--- src/rtl/if_fetch_unit.sv ---
// Instruction fetch stage: walks the PC through a request/ack instruction memory and buffers
// an instruction while the hazard unit holds the pipeline.
module if_fetch_unit #(
  parameter logic [31:0] RESET_PC = 32'h0000_0000
) (
  input  logic        clk_i,
  input  logic        rst_i,
  input  logic        start_i,
  input  logic        HD_i,
  input  logic        Branch_i,
  input  logic [31:0] BranchAddr_i,
  input  logic        Jump_i,
  input  logic [31:0] JumpAddr_i,
  output logic        mem_req_o,
  output logic [31:0] mem_addr_o,
  input  logic        mem_ack_i,
  input  logic [31:0] mem_data_i,
  output logic [31:0] PC_o,
  output logic [31:0] Instr_o,
  output logic        stall_o,
  output logic        Flush_o,
  output logic [31:0] fetch_cnt_o
);

  typedef enum logic [1:0] {
    IDLE  = 2'd0,
    FETCH = 2'd1,
    HOLD  = 2'd2
  } state_t;

  state_t      state_r;
  state_t      state_s;
  logic [31:0] pc_r;
  logic [31:0] pc_next_s;
  logic [31:0] ibuf_r;
  logic [31:0] fetch_cnt_r;
  logic        deliver_s;
  logic        advance_s;

  assign mem_addr_o  = pc_r;
  assign PC_o        = pc_r + 32'd4;
  assign fetch_cnt_o = fetch_cnt_r;

  // Redirect target; jump outranks branch when ID raises both.
  always_comb begin
    pc_next_s = pc_r + 32'd4;
    if (Jump_i) begin
      pc_next_s = JumpAddr_i;
    end else if (Branch_i) begin
      pc_next_s = BranchAddr_i;
    end else begin
      pc_next_s = pc_r + 32'd4;
    end
  end

  // Delivery decode, stage outputs and next state.
  always_comb begin
    deliver_s = 1'b0;
    mem_req_o = 1'b0;
    Instr_o   = 32'h0000_0000;
    state_s   = state_r;
    case (state_r)
      IDLE: begin
        if (start_i) begin
          state_s = FETCH;
        end else begin
          state_s = IDLE;
        end
      end
      FETCH: begin
        mem_req_o = 1'b1;
        deliver_s = mem_ack_i;
        if (mem_ack_i) begin
          Instr_o = mem_data_i;
          if (HD_i) begin
            state_s = HOLD;
          end else if (start_i) begin
            state_s = FETCH;
          end else begin
            state_s = IDLE;
          end
        end else begin
          state_s = FETCH;
        end
      end
      HOLD: begin
        deliver_s = 1'b1;
        Instr_o   = ibuf_r;
        if (HD_i) begin
          state_s = HOLD;
        end else if (start_i) begin
          state_s = FETCH;
        end else begin
          state_s = IDLE;
        end
      end
      default: begin
        state_s = IDLE;
      end
    endcase
    advance_s = deliver_s & ~HD_i;
    stall_o   = ~deliver_s;
    Flush_o   = deliver_s & (Branch_i | Jump_i);
  end

  // State, PC, instruction buffer and delivery counter.
  always_ff @(posedge clk_i or posedge rst_i) begin
    if (rst_i) begin
      state_r     <= IDLE;
      pc_r        <= RESET_PC;
      ibuf_r      <= 32'h0000_0000;
      fetch_cnt_r <= 32'h0000_0000;
    end else begin
      state_r <= state_s;
      if (advance_s) begin
        pc_r        <= pc_next_s;
        fetch_cnt_r <= fetch_cnt_r + 32'd1;
      end
      // Capture only on the ack cycle; the memory data is gone afterwards.
      if ((state_r == FETCH) && mem_ack_i && HD_i) begin
        ibuf_r <= mem_data_i;
      end
    end
  end

endmodule

--- config.mk ---
export PLATFORM = sky130hd
export DESIGN_NAME = if_fetch_unit
export DESIGN_NICKNAME = d
export VERILOG_FILES = /design/src/rtl/if_fetch_unit.sv
export SDC_FILE = /design/constraint.sdc
export NUM_CORES = 1
export LEC_CHECK = 0
export BUFFER_PORTS_ARGS = -buffer_cell sky130_fd_sc_hd__buf_2
export CORE_ASPECT_RATIO = 1.25
export CORE_MARGIN = 5
export CORE_UTILIZATION = 45
export DETAILED_ROUTE_END_ITERATION = 10
export GPL_TIMING_DRIVEN = 0
export PLACE_DENSITY_LB_ADDON = 0.12
export SYNTH_ARGS = -nofsm -noshare
export SYNTH_HDL_FRONTEND = slang
export SYNTH_SLANG_ARGS = --single-unit
--- constraint.sdc ---
create_clock -name clk_i -period 3.75 [get_ports clk_i]
set_clock_uncertainty 0.05 [all_clocks]
set_input_delay 0.75 -clock clk_i [delete_from_list [all_inputs] [get_ports clk_i]]
set_output_delay 0.75 -clock clk_i [all_outputs]
set_load 0.05 [all_outputs]
==> flow_summary.json, run 1 <==
{
  "synth_xor_area_share_pct": 8.86,
  "io_buffers": 233,
  "cap_violations": 0,
  "antenna_found_initial": 1,
  "rows": 46,
  "synth-seq-cells": 98,
  "dieArea_um2": 15300,
  "grt_pass1_wl_um": 29900,
  "clock-sinks": 98,
  "critPathSlowestCell": "dfrtp_1",
  "min_path_cells": 1,
  "coreArea_um2": 12700,
  "p_leak_nw": 3.60,
  "yosysUniqueCellTypes": 49,
  "num_vias": 5802,
  "reg2reg_depth": 7,
  "place_hpwl_um": 14600,
  "p_clk_share_pct": 14.9,
  "p_per_area_nw_per_um2": 788,
  "worstHoldStart": "fetch_cnt_o[31]",
  "cts_tree": "done",
  "synth_warnings": 0,
  "final_cell_mix": "buf_2, dfrtp_1, a22oi_1, o21ai_0, xnor2_1",
  "yosys-top-cells-area": "dfrtp_1, mux2_2, xnor2_1",
  "syn-num-nets": 712,
  "max-clock-path-buffers": 2,
  "min_period_ns": 3.46,
  "worst_ir_drop_vdd_v": 0.000491,
  "cp-start-kind": "register",
  "criticalPathCategory": "reg2out",
  "drive_gt1_share_pct": 36.5,
  "ys_seq_area_share_pct": 42.1,
  "wl_per_cell_um": 18.6,
  "synthMuxAreaShare_pct": 6.52,
  "drtIter0Drc": 346,
  "met3_usage_pct": 4.13,
  "cp.required_ns": 2.95,
  "setup_ws_ns": 0.292,
  "synth_top_area_share_pct": 42.1,
  "final_area_um2": 7520,
  "cts-htree-levels": 3,
  "dpl_cell_area_um2": 7240,
  "grt_max_degree": 52,
  "synth_top_family_by_area": "simple AND/OR/NAND/NOR gates",
  "finalWirelength_um": 19000,
  "switching_share_pct": 53.2,
  "cts_made_buffers": 9,
  "grtUsageMet1_pct": 28.6,
  "min_to": "fetch_cnt_o[31]",
  "routabilityCongestion": 0.910,
  "clk_pin_slew_ns": 0.07,
  "synth_fa_ha_area_share_pct": 1.29,
  "worstPathCellList": "ha_1 -> nand2_1 -> or4_4 -> nor3_2 -> xor2_1 -> buf_2",
  "die_h_um": 137,
  "slowest_delay_ns": 0.52,
  "critical_path.endpoint_type": "output port",
  "cts_root_buf": "clkbuf_16",
  "crit_fanout": 7,
  "finalSetupViolations": 0,
  "vias_per_cell": 5.68,
  "layout.nets": 957,
  "route.detailed.drc": 0,
  "busiest_layer": "met2",
  "postSynth.asyncResetShare_pct": 100,
  "p_switching_w": 0.00316,
  "n_antenna_cell": 0,
  "grt_pass1_vias": 5885,
  "p_int_w": 0.00277,
  "overflow": 0,
  "initial_core_util_pct": 45.8,
  "hold_buffers": 0,
  "fmax_mhz": 289,
  "final-hold-violation-count": 0,
  "regToRegSetupSlack_ns": 1.09,
  "r2r-start": "state_r[0]",
  "clk_latency_ns": 0.34,
  "synth_edf_count": 0,
  "ioPinCount": 234,
  "fin_crit_sh_pct": 92.2,
  "synth_compound_area_share_pct": 17.5,
  "rsz0062_at_grt": "false",
  "layout_commonest_cell": "buf_2",
  "drv_slew": 0,
  "worst_pin_slew_ns": 0.793,
  "status": "complete, no violations",
  "grt_util_met2_pct": 42.6,
  "syn_inst": 603,
  "synth_top_area_cell": "dfrtp_1",
  "hold_class": "reg2reg",
  "max_slew_margin_pct": 47.2,
  "yosys.area_share.simple_pct": 19.7,
  "post_cts_buffers": 0,
  "track_usage_pct": 24.1,
  "place_ws_ns": 0.617,
  "pwr-share-seq_pct": 30.0,
  "area_growth_syn_to_layout_pct": 29.0,
  "syn_area_um2": 5830,
  "fp.dieW_um": 112,
  "critPathArrivalTime_ns": 2.66,
  "pwr-share-comb_pct": 55.1,
  "yosys_most_used_dff": "dfrtp_1",
  "worst_r2r_endpoint": "mem_addr_o[26]",
  "syn_avg_cell_area_um2": 9.67,
  "antenna_left": 0,
  "dr.pass1.iters": 5
}
[state kept, by name, summed over array words and instances (netlist names)]
register	flops
state_r	2
fetch_cnt_o	32
ibuf_r	32
mem_addr_o	32
[layout make-up]
cell class | count | area [µm²]
buffer | 44 | 186
multi-input combinational | 448 | 3150
clock inverter | 6 | 51.3
clock buffer | 10 | 229
inverter | 13 | 51.3
fill | 1167 | 5200
timing repair buffer | 234 | 1190
tap | 168 | 210
sequential | 98 | 2450
[metal layers]
| layer | share of wire (%) | vias to the layer above |
|---|---|---|
| met4 | 3.3 | 2 |
| met3 | 7.1 | 43 |
| li1 | - | 2695 |
| met2 | 50 | 278 |
| met5 | 0.069 | - |
| met1 | 39 | 2784 |
[per-stage QoR]
stage                     total power [W]  util [%]  hold slack (ns)  instances  setup TNS (ns)
after CTS                         0.00595      59.1            0.422       1021               0
final                             0.00593      59.1            0.418       1021               0
after global routing              0.00622      59.1            0.461       1021               0
after detailed placement          0.00505      56.9            0.408       1005               0
after global placement            0.00499      56.7            0.409       1004          -81.86
after floorplan                   0.00422         -            0.430        603               0
[power groups by stage]
stage	Combinational, W	Clock (W)	Sequential, W
5_1_grt	0.00346	0.000945	0.00182
3_5_place_dp	0.00327	0	0.00178
6_report	0.00327	0.000886	0.00178
2_1_floorplan	0.00194	0	0.00229
4_1_cts	0.00328	0.000906	0.00176
3_3_place_gp	0.00323	0	0.00176
[how the worst max path moves through the flow]
stage                     cells after the start          start  slack, ns              end
after detailed placement                      6  mem_addr_o[8]       0.62         PC_o[17]
after global placement                        2          rst_i      -0.84  fetch_cnt_o[30]
after CTS                                     6  mem_addr_o[8]       0.23         PC_o[17]
final                                         6  mem_addr_o[2]       0.29         PC_o[22]
after global routing                          6  mem_addr_o[2]       0.18         PC_o[12]
after floorplan                               7     state_r[1]       0.15          Flush_o
[cell usage after synthesis, types with 8 or more instances]
cell	number
xnor2_1	39
a22oi_1	42
nand4_1	18
nor2b_1	36
clkbuf_1	27
inv_1	12
and4_1	8
o21ai_0	42
a21oi_1	27
nand3_1	23
dfrtp_1	98
nand2_1	33
xor2_1	20
mux2_2	32
and3_1	14
buf_2	10
nor2_1	26
nor3_1	8
[worst max-delay path: cells and delay by family (launching register included)]
family | cells | cell delay, ns
and+or+nand+nor | 3 | 0.98
DFF | 1 | 0.52
adders and majority gates | 1 | 0.34
buffers and inverters | 1 | 0.29
xor gates and xnor gates | 1 | 0.19
[logic make-up after synthesis]
group / Yosys count
AND/OR/NAND/NOR: 194
flip-flops: 98
buffers and inverters: 57
AO/OA/AOI/OAI: 155
XOR/XNOR: 59
adder cells (fa/ha/maj): 6
multiplexers: 34
[what timing repair did]
| action | 4_1_cts | 5_1_grt |
|---|---|---|
| hold endpoints to repair | 0 | 0 |
| setup endpoints to repair | 0 | 2 |
| gates resized for setup | 0 | 1 |
Power figures use the tool's default switching activity.
==> run 2, diff against run 1 <==
--- a/config.mk
+++ b/config.mk
@@ -5,6 +5,7 @@
 export SDC_FILE = /design/constraint.sdc
 export NUM_CORES = 1
 export LEC_CHECK = 0
+export ABC_AREA = 1
 export BUFFER_PORTS_ARGS = -buffer_cell sky130_fd_sc_hd__buf_2
 export CORE_ASPECT_RATIO = 1.25
 export CORE_MARGIN = 5
@@ -15,3 +16,4 @@
 export SYNTH_ARGS = -nofsm -noshare
 export SYNTH_HDL_FRONTEND = slang
 export SYNTH_SLANG_ARGS = --single-unit
+export TNS_END_PERCENT = 30
==> run 2 against run 1 <==
Against the previous run: die area up 4.4%; sequential share of layout area decreased by 1.1 points; via count grew 9.8%; worst setup slack gained 0.43 ns; flip-flop and latch count unchanged; critical path type unchanged; power rose by 4.6%; utilization shrank 0.55 points; critical endpoint is now Instr_o[27]; global-route usage grew 0.79 points; clock power is 1% higher.
==> flow_summary.json, run 2 <==
{
  "status": "complete, no violations",
  "slowest_delay_ns": 0.42,
  "clk_latency_ns": 0.35,
  "layout.nets": 1154,
  "dp_cells": 1205,
  "seq_area_um2": 2450,
  "yosys_most_used_dff": "dfrtp_1",
  "worstPathCellList": "inv_1 -> ha_1 -> buf_2 -> clkbuf_1 -> nand3_1 -> a21oi_1 -> buf_2",
  "max_slew_margin_pct": 54.0,
  "yosysMostFrequentCell": "nand2_1",
  "p_leak_nw": 4.06,
  "drv_slew": 0,
  "min_period_ns": 3.03,
  "dr.pass1.iters": 5,
  "max-clock-path-buffers": 2,
  "rsz0062_at_grt": "false",
  "coreArea_um2": 13300,
  "grt_pass1_wl_um": 32000,
  "antenna_left": 0,
  "critical_path.endpoint_type": "output port",
  "clk_pin_slew_ns": 0.08,
  "syn_area_um2": 6110,
  "multi_input_area_um2": 3210,
  "setup_ws_ns": 0.721,
  "hold_class": "in2async",
  "synth_top_area_share_pct": 40.1,
  "synth_top_area_cell": "dfrtp_1",
  "synth_warnings": 0,
  "post_cts_resized": 0,
  "criticalPathCategory": "reg2out",
  "yosys-top-cells-area": "dfrtp_1, nand2_1, nand3_1",
  "die_h_um": 140,
  "fp.dieW_um": 114,
  "place_ws_ns": 1.04,
  "syn_avg_cell_area_um2": 7.62,
  "critPathArrivalTime_ns": 2.23,
  "drtIter0Drc": 479,
  "cts_tree": "done",
  "p_per_area_nw_per_um2": 797,
  "synth-seq-cells": 98,
  "worst_pin_slew_ns": 0.689,
  "dpl_cell_area_um2": 7510,
  "critPathSlowestCell": "clkbuf_1",
  "cp.required_ns": 2.95,
  "clock-sinks": 98,
  "postSynth.asyncResetShare_pct": 100,
  "final-hold-violation-count": 0,
  "grt_max_degree": 65,
  "synth_edf_count": 0,
  "n_antenna_cell": 0,
  "finalWirelength_um": 19900,
  "hold_buffers": 0,
  "initial_core_util_pct": 46.0,
  "ys_top_cells_by_count": "nand2_1, dfrtp_1, inv_1",
  "power_w": 0.00620,
  "fin_cells": 1221,
  "syn-num-nets": 911,
  "cts_made_buffers": 9,
  "drive_gt1_share_pct": 30.5,
  "worst_ir_drop_vdd_v": 0.000502,
  "fillCellCount": 1315,
  "cp_top_family": "buffers and inverters",
  "num_vias": 6370,
  "overflow": 0,
  "grt_pass1_vias": 6217,
  "cts-htree-levels": 3,
  "fmax_mhz": 330,
  "route.detailed.drc": 0,
  "hold_ws_ns": 0.374,
  "final_cell_mix": "buf_2, nand2_1, dfrtp_1, inv_1, nor2_1",
  "dieArea_um2": 16000,
  "syn_inst": 802,
  "place_hpwl_um": 15500,
  "track_usage_pct": 24.9,
  "ys_seq_area_share_pct": 40.1,
  "layout_commonest_cell": "buf_2",
  "cts_root_buf": "clkbuf_16",
  "area_growth_syn_to_layout_pct": 27.5,
  "vias_per_cell": 5.22,
  "wl_per_cell_um": 16.3,
  "ioPinCount": 234,
  "rows": 47,
  "post_cts_buffers": 0,
  "antenna_found_initial": 0,
  "fin_crit_sh_pct": 80.8,
  "routabilityCongestion": 0.961,
  "cap_violations": 0,
  "io_buffers": 231,
  "finalSetupViolations": 0,
  "crit_fanout": 10,
  "path_buf_inv": 4,
  "yosysUniqueCellTypes": 35,
  "final_area_um2": 7790,
  "cp_common_cell": "buf_2",
  "cp-start-kind": "register"
}
==> run 2: cell types whose count changed in the layout (fill, tap and decap cells not counted), moves of 10 or more <==
| cell | previous run | this run |
|---|---|---|
| a22oi_1 | 42 | 7 |
| and3_1 | 14 | 0 |
| nand4_1 | 18 | 8 |
| nand3_1 | 23 | 59 |
| inv_1 | 11 | 70 |
| o21ai_0 | 41 | 16 |
| nor2_1 | 26 | 63 |
| xnor2_1 | 39 | 9 |
| mux2_2 | 32 | 21 |
| a221oi_1 | 3 | 22 |
| nand2_1 | 33 | 241 |
| nor2b_1 | 36 | 0 |
| a21oi_1 | 27 | 39 |
==> run 2: final timing paths <==
check / start / end / slack [ns] / cells after the start
worst max-delay path: state_r[1] / Instr_o[27] / 0.72 / 7
worst min-delay path: rst_i / ibuf_r[0] / 0.37 / 2
worst max register to register: state_r[1] / mem_addr_o[12] / 1.49 / 9
worst min register to register: ibuf_r[25] / ibuf_r[25] / 0.44 / 2
max in group asynchronous: rst_i / mem_addr_o[26] / 2.59 / 3
min in group clk_i: ibuf_r[25] / ibuf_r[25] / 0.44 / 2
==> run 2: cell type report <==
class	count	area share [%]
inverters	73	3.55
plain buffers	38	2.17
clock buffers	10	2.94
well taps	171	2.75
multi-input cells	593	41.3
flip-flops and latches	98	31.5
clock inverters	6	0.643
repair buffers	232	15.2
==> run 2: stage by stage <==
step | utilization (%) | setup TNS (ns)
2_1_floorplan | - | 0
3_3_place_gp | 56.3 | -90.23
3_5_place_dp | 56.5 | 0
4_1_cts | 58.6 | 0
5_1_grt | 58.6 | 0
6_report | 58.6 | 0
==> run 2: cells by family after synthesis <==
kind of cell / share of synthesized area, %
AOI/OAI and AO/OA: 11.6
xor gates and xnor gates: 5.45
adders and majority gates: 1.23
buffers and inverters: 7.25
DFF: 40.1
muxes: 3.87
and+or+nand+nor: 30.4
==> run 2: report_power, final <==
part | switching (W) | internal [W]
registers | 0.000321 | 0.00141
logic | 0.00268 | 0.000897
clock network | 0.000438 | 0.000459
==> run 2: routing by layer <==
layer / vias to the layer above / routed length (µm) / track usage (%)
met5: - / 0 / 0
met4: 0 / 406 / 7.50
met3: 26 / 1350 / 3.71
met2: 226 / 9440 / 40.7
met1: 3019 / 8710 / 34.1
li1: 3099 / - / -
==> run 3, diff against run 2 <==
==> constraint.sdc (replaced) <==
create_clock -name clk_i -period 2.55 [get_ports clk_i]
set_clock_uncertainty 0.05 [all_clocks]
set_input_delay 0.51 -clock clk_i [delete_from_list [all_inputs] [get_ports clk_i]]
set_output_delay 0.51 -clock clk_i [all_outputs]
set_load 0.05 [all_outputs]
==> run 3 against run 2 <==
Against the previous run: sequential share of layout area shrank 1.6 points; clock power is 44% higher; register-to-register slack lost 1.3 ns; utilization increased by 3.2 points; hold slack worse by 0.17 ns; combinational power rose by 61%; count of clock-buffer cells in the layout is 1 lower; flip-flop and latch count unchanged; routed wire length rose by 3.5%; critical endpoint is now PC_o[15]; largest cell class unchanged; largest power group unchanged.
==> flow_summary.json, run 3 (same netlist as run 2, synthesis figures left out) <==
{
  "cts_root_buf": "clkbuf_16",
  "finalWirelength_um": 20600,
  "worst_r2r_endpoint": "mem_addr_o[12]",
  "grt_max_degree": 39,
  "initial_core_util_pct": 46.0,
  "worst_pin_slew_ns": 0.713,
  "reg2reg_depth": 9,
  "grt_pass1_vias": 6159,
  "routabilityCongestion": 0.936,
  "cp-start-kind": "register",
  "layout.nets": 1164,
  "cap_violations": 0,
  "fillCellCount": 1289,
  "dpl_cell_area_um2": 7520,
  "cp-endpoint": "PC_o[15]",
  "fin_cells": 1231,
  "final_area_um2": 8210,
  "crit_fanout": 4,
  "clock-sinks": 98,
  "fp.dieW_um": 114,
  "clk_pin_slew_ns": 0.07,
  "final_cell_mix": "nand2_1, buf_2, dfrtp_1, inv_1, nand3_1",
  "track_usage_pct": 25.1,
  "fin_crit_sh_pct": 99.1,
  "path_buf_inv": 2,
  "final_util_pct": 61.8,
  "route.met2.wl_um": 9800,
  "cts_tree": "done",
  "cp.required_ns": 1.99,
  "antenna_left": 0,
  "worst_ir_drop_vdd_v": 0.00103,
  "ioPinCount": 234,
  "critPathSlowestCell": "dfrtp_1",
  "vias_per_cell": 5.22,
  "critical_path.endpoint_type": "output port",
  "area_growth_syn_to_layout_pct": 34.4,
  "coreArea_um2": 13300,
  "m1WireLength_um": 8780,
  "max_slew_margin_pct": 52.5,
  "dr_wl_met3_um": 1490,
  "num_vias": 6420,
  "r2r-start": "state_r[1]",
  "cts-htree-levels": 3,
  "dieArea_um2": 16000,
  "place_ws_ns": 0.131,
  "final-hold-violation-count": 0,
  "dr.pass1.iters": 5,
  "p_leak_nw": 4.19,
  "hold_buffers": 0,
  "fmax_mhz": 396,
  "antenna_found_initial": 1,
  "place_hpwl_um": 15700,
  "route.detailed.drc": 0,
  "drtIter0Drc": 577,
  "slowest_delay_ns": 0.43,
  "max-clock-path-buffers": 2,
  "p_per_area_nw_per_um2": 1170,
  "wl_per_cell_um": 16.7,
  "status": "complete, no violations",
  "min_period_ns": 2.53,
  "drive_gt1_share_pct": 34.6,
  "worstPathCellList": "buf_4 -> nand2_1 -> nor2_4 -> nand2_1 -> nor2_4 -> xor2_2 -> buf_6",
  "grt_pass1_wl_um": 32100,
  "layout_commonest_cell": "nand2_1",
  "cp-startpoint": "mem_addr_o[3]",
  "critPathArrivalTime_ns": 1.97,
  "n_antenna_cell": 0,
  "finalSetupViolations": 0,
  "drv_slew": 0,
  "rows": 47,
  "io_buffers": 231,
  "setup_ws_ns": 0.0224,
  "criticalPathCategory": "reg2out",
  "regToRegSetupSlack_ns": 0.21,
  "cp_num_cells": 7,
  "clk_latency_ns": 0.35,
  "cp_top_family": "simple AND/OR/NAND/NOR gates",
  "dr.max_layer_used": "met5",
  "cts_made_buffers": 9,
  "hold_class": "in2async",
  "rsz0062_at_grt": "true",
  "die_h_um": 140,
  "overflow": 0,
  "dp_cells": 1206
}
[run 3: what timing repair did]
action                                  4_1_cts  5_1_grt
resized for setup                            45      103
buffers inserted                              7        2
endpoints found under the setup margin       44       54
pin swaps                                     4        6
[run 3: layer usage]
metal / up-vias / GRT usage (%)
met1: 3001 / 34.3
met5: - / 0
met2: 263 / 40.0
met4: 2 / 7.69
li1: 3109 / -
met3: 45 / 5.09
[run 3: through the flow]
stage          hold slack (ns)  setup TNS (ns)  power (W)
5_1_grt                  0.250          -0.530     0.0101
3_3_place_gp             0.419               0    0.00780
6_report                 0.202               0    0.00964
2_1_floorplan            0.403          -15.26    0.00650
4_1_cts                  0.223               0    0.00938
3_5_place_dp             0.424               0    0.00785
[run 3: final cells by class]
class / instances / area, µm² / share of cell area (%)
inverters: 73 / 278 / 3.38
flip-flops and latches: 98 / 2460 / 29.9
clock inverters: 7 / 52.6 / 0.640
well taps: 171 / 214 / 2.61
repair buffers: 242 / 1440 / 17.6
multi-input cells: 593 / 3350 / 40.8
plain buffers: 38 / 190 / 2.32
clock buffers: 9 / 225 / 2.74
[run 3: how the worst min path moves through the flow]
| stage | start | slack, ns | to | cells past startpoint |
|---|---|---|---|---|
| after floorplan | ibuf_r[20] | 0.40 | ibuf_r[20] | 2 |
| after global placement | ibuf_r[25] | 0.42 | ibuf_r[25] | 2 |
| after detailed placement | ibuf_r[25] | 0.42 | ibuf_r[25] | 2 |
| after CTS | rst_i | 0.22 | mem_addr_o[0] | 2 |
| after global routing | rst_i | 0.25 | mem_addr_o[1] | 2 |
| final | rst_i | 0.20 | mem_addr_o[0] | 2 |
[run 3: power breakdown]
| part | total (W) | switching (W) | internal [W] | leakage, nW |
|---|---|---|---|---|
| logic | 0.00575 | 0.00407 | 0.00167 | 2.87 |
| registers | 0.00260 | 0.000515 | 0.00208 | 1.20 |
| clock network | 0.00129 | 0.000626 | 0.000667 | 0.124 |
| total | 0.00964 | 0.00522 | 0.00442 | 4.19 |
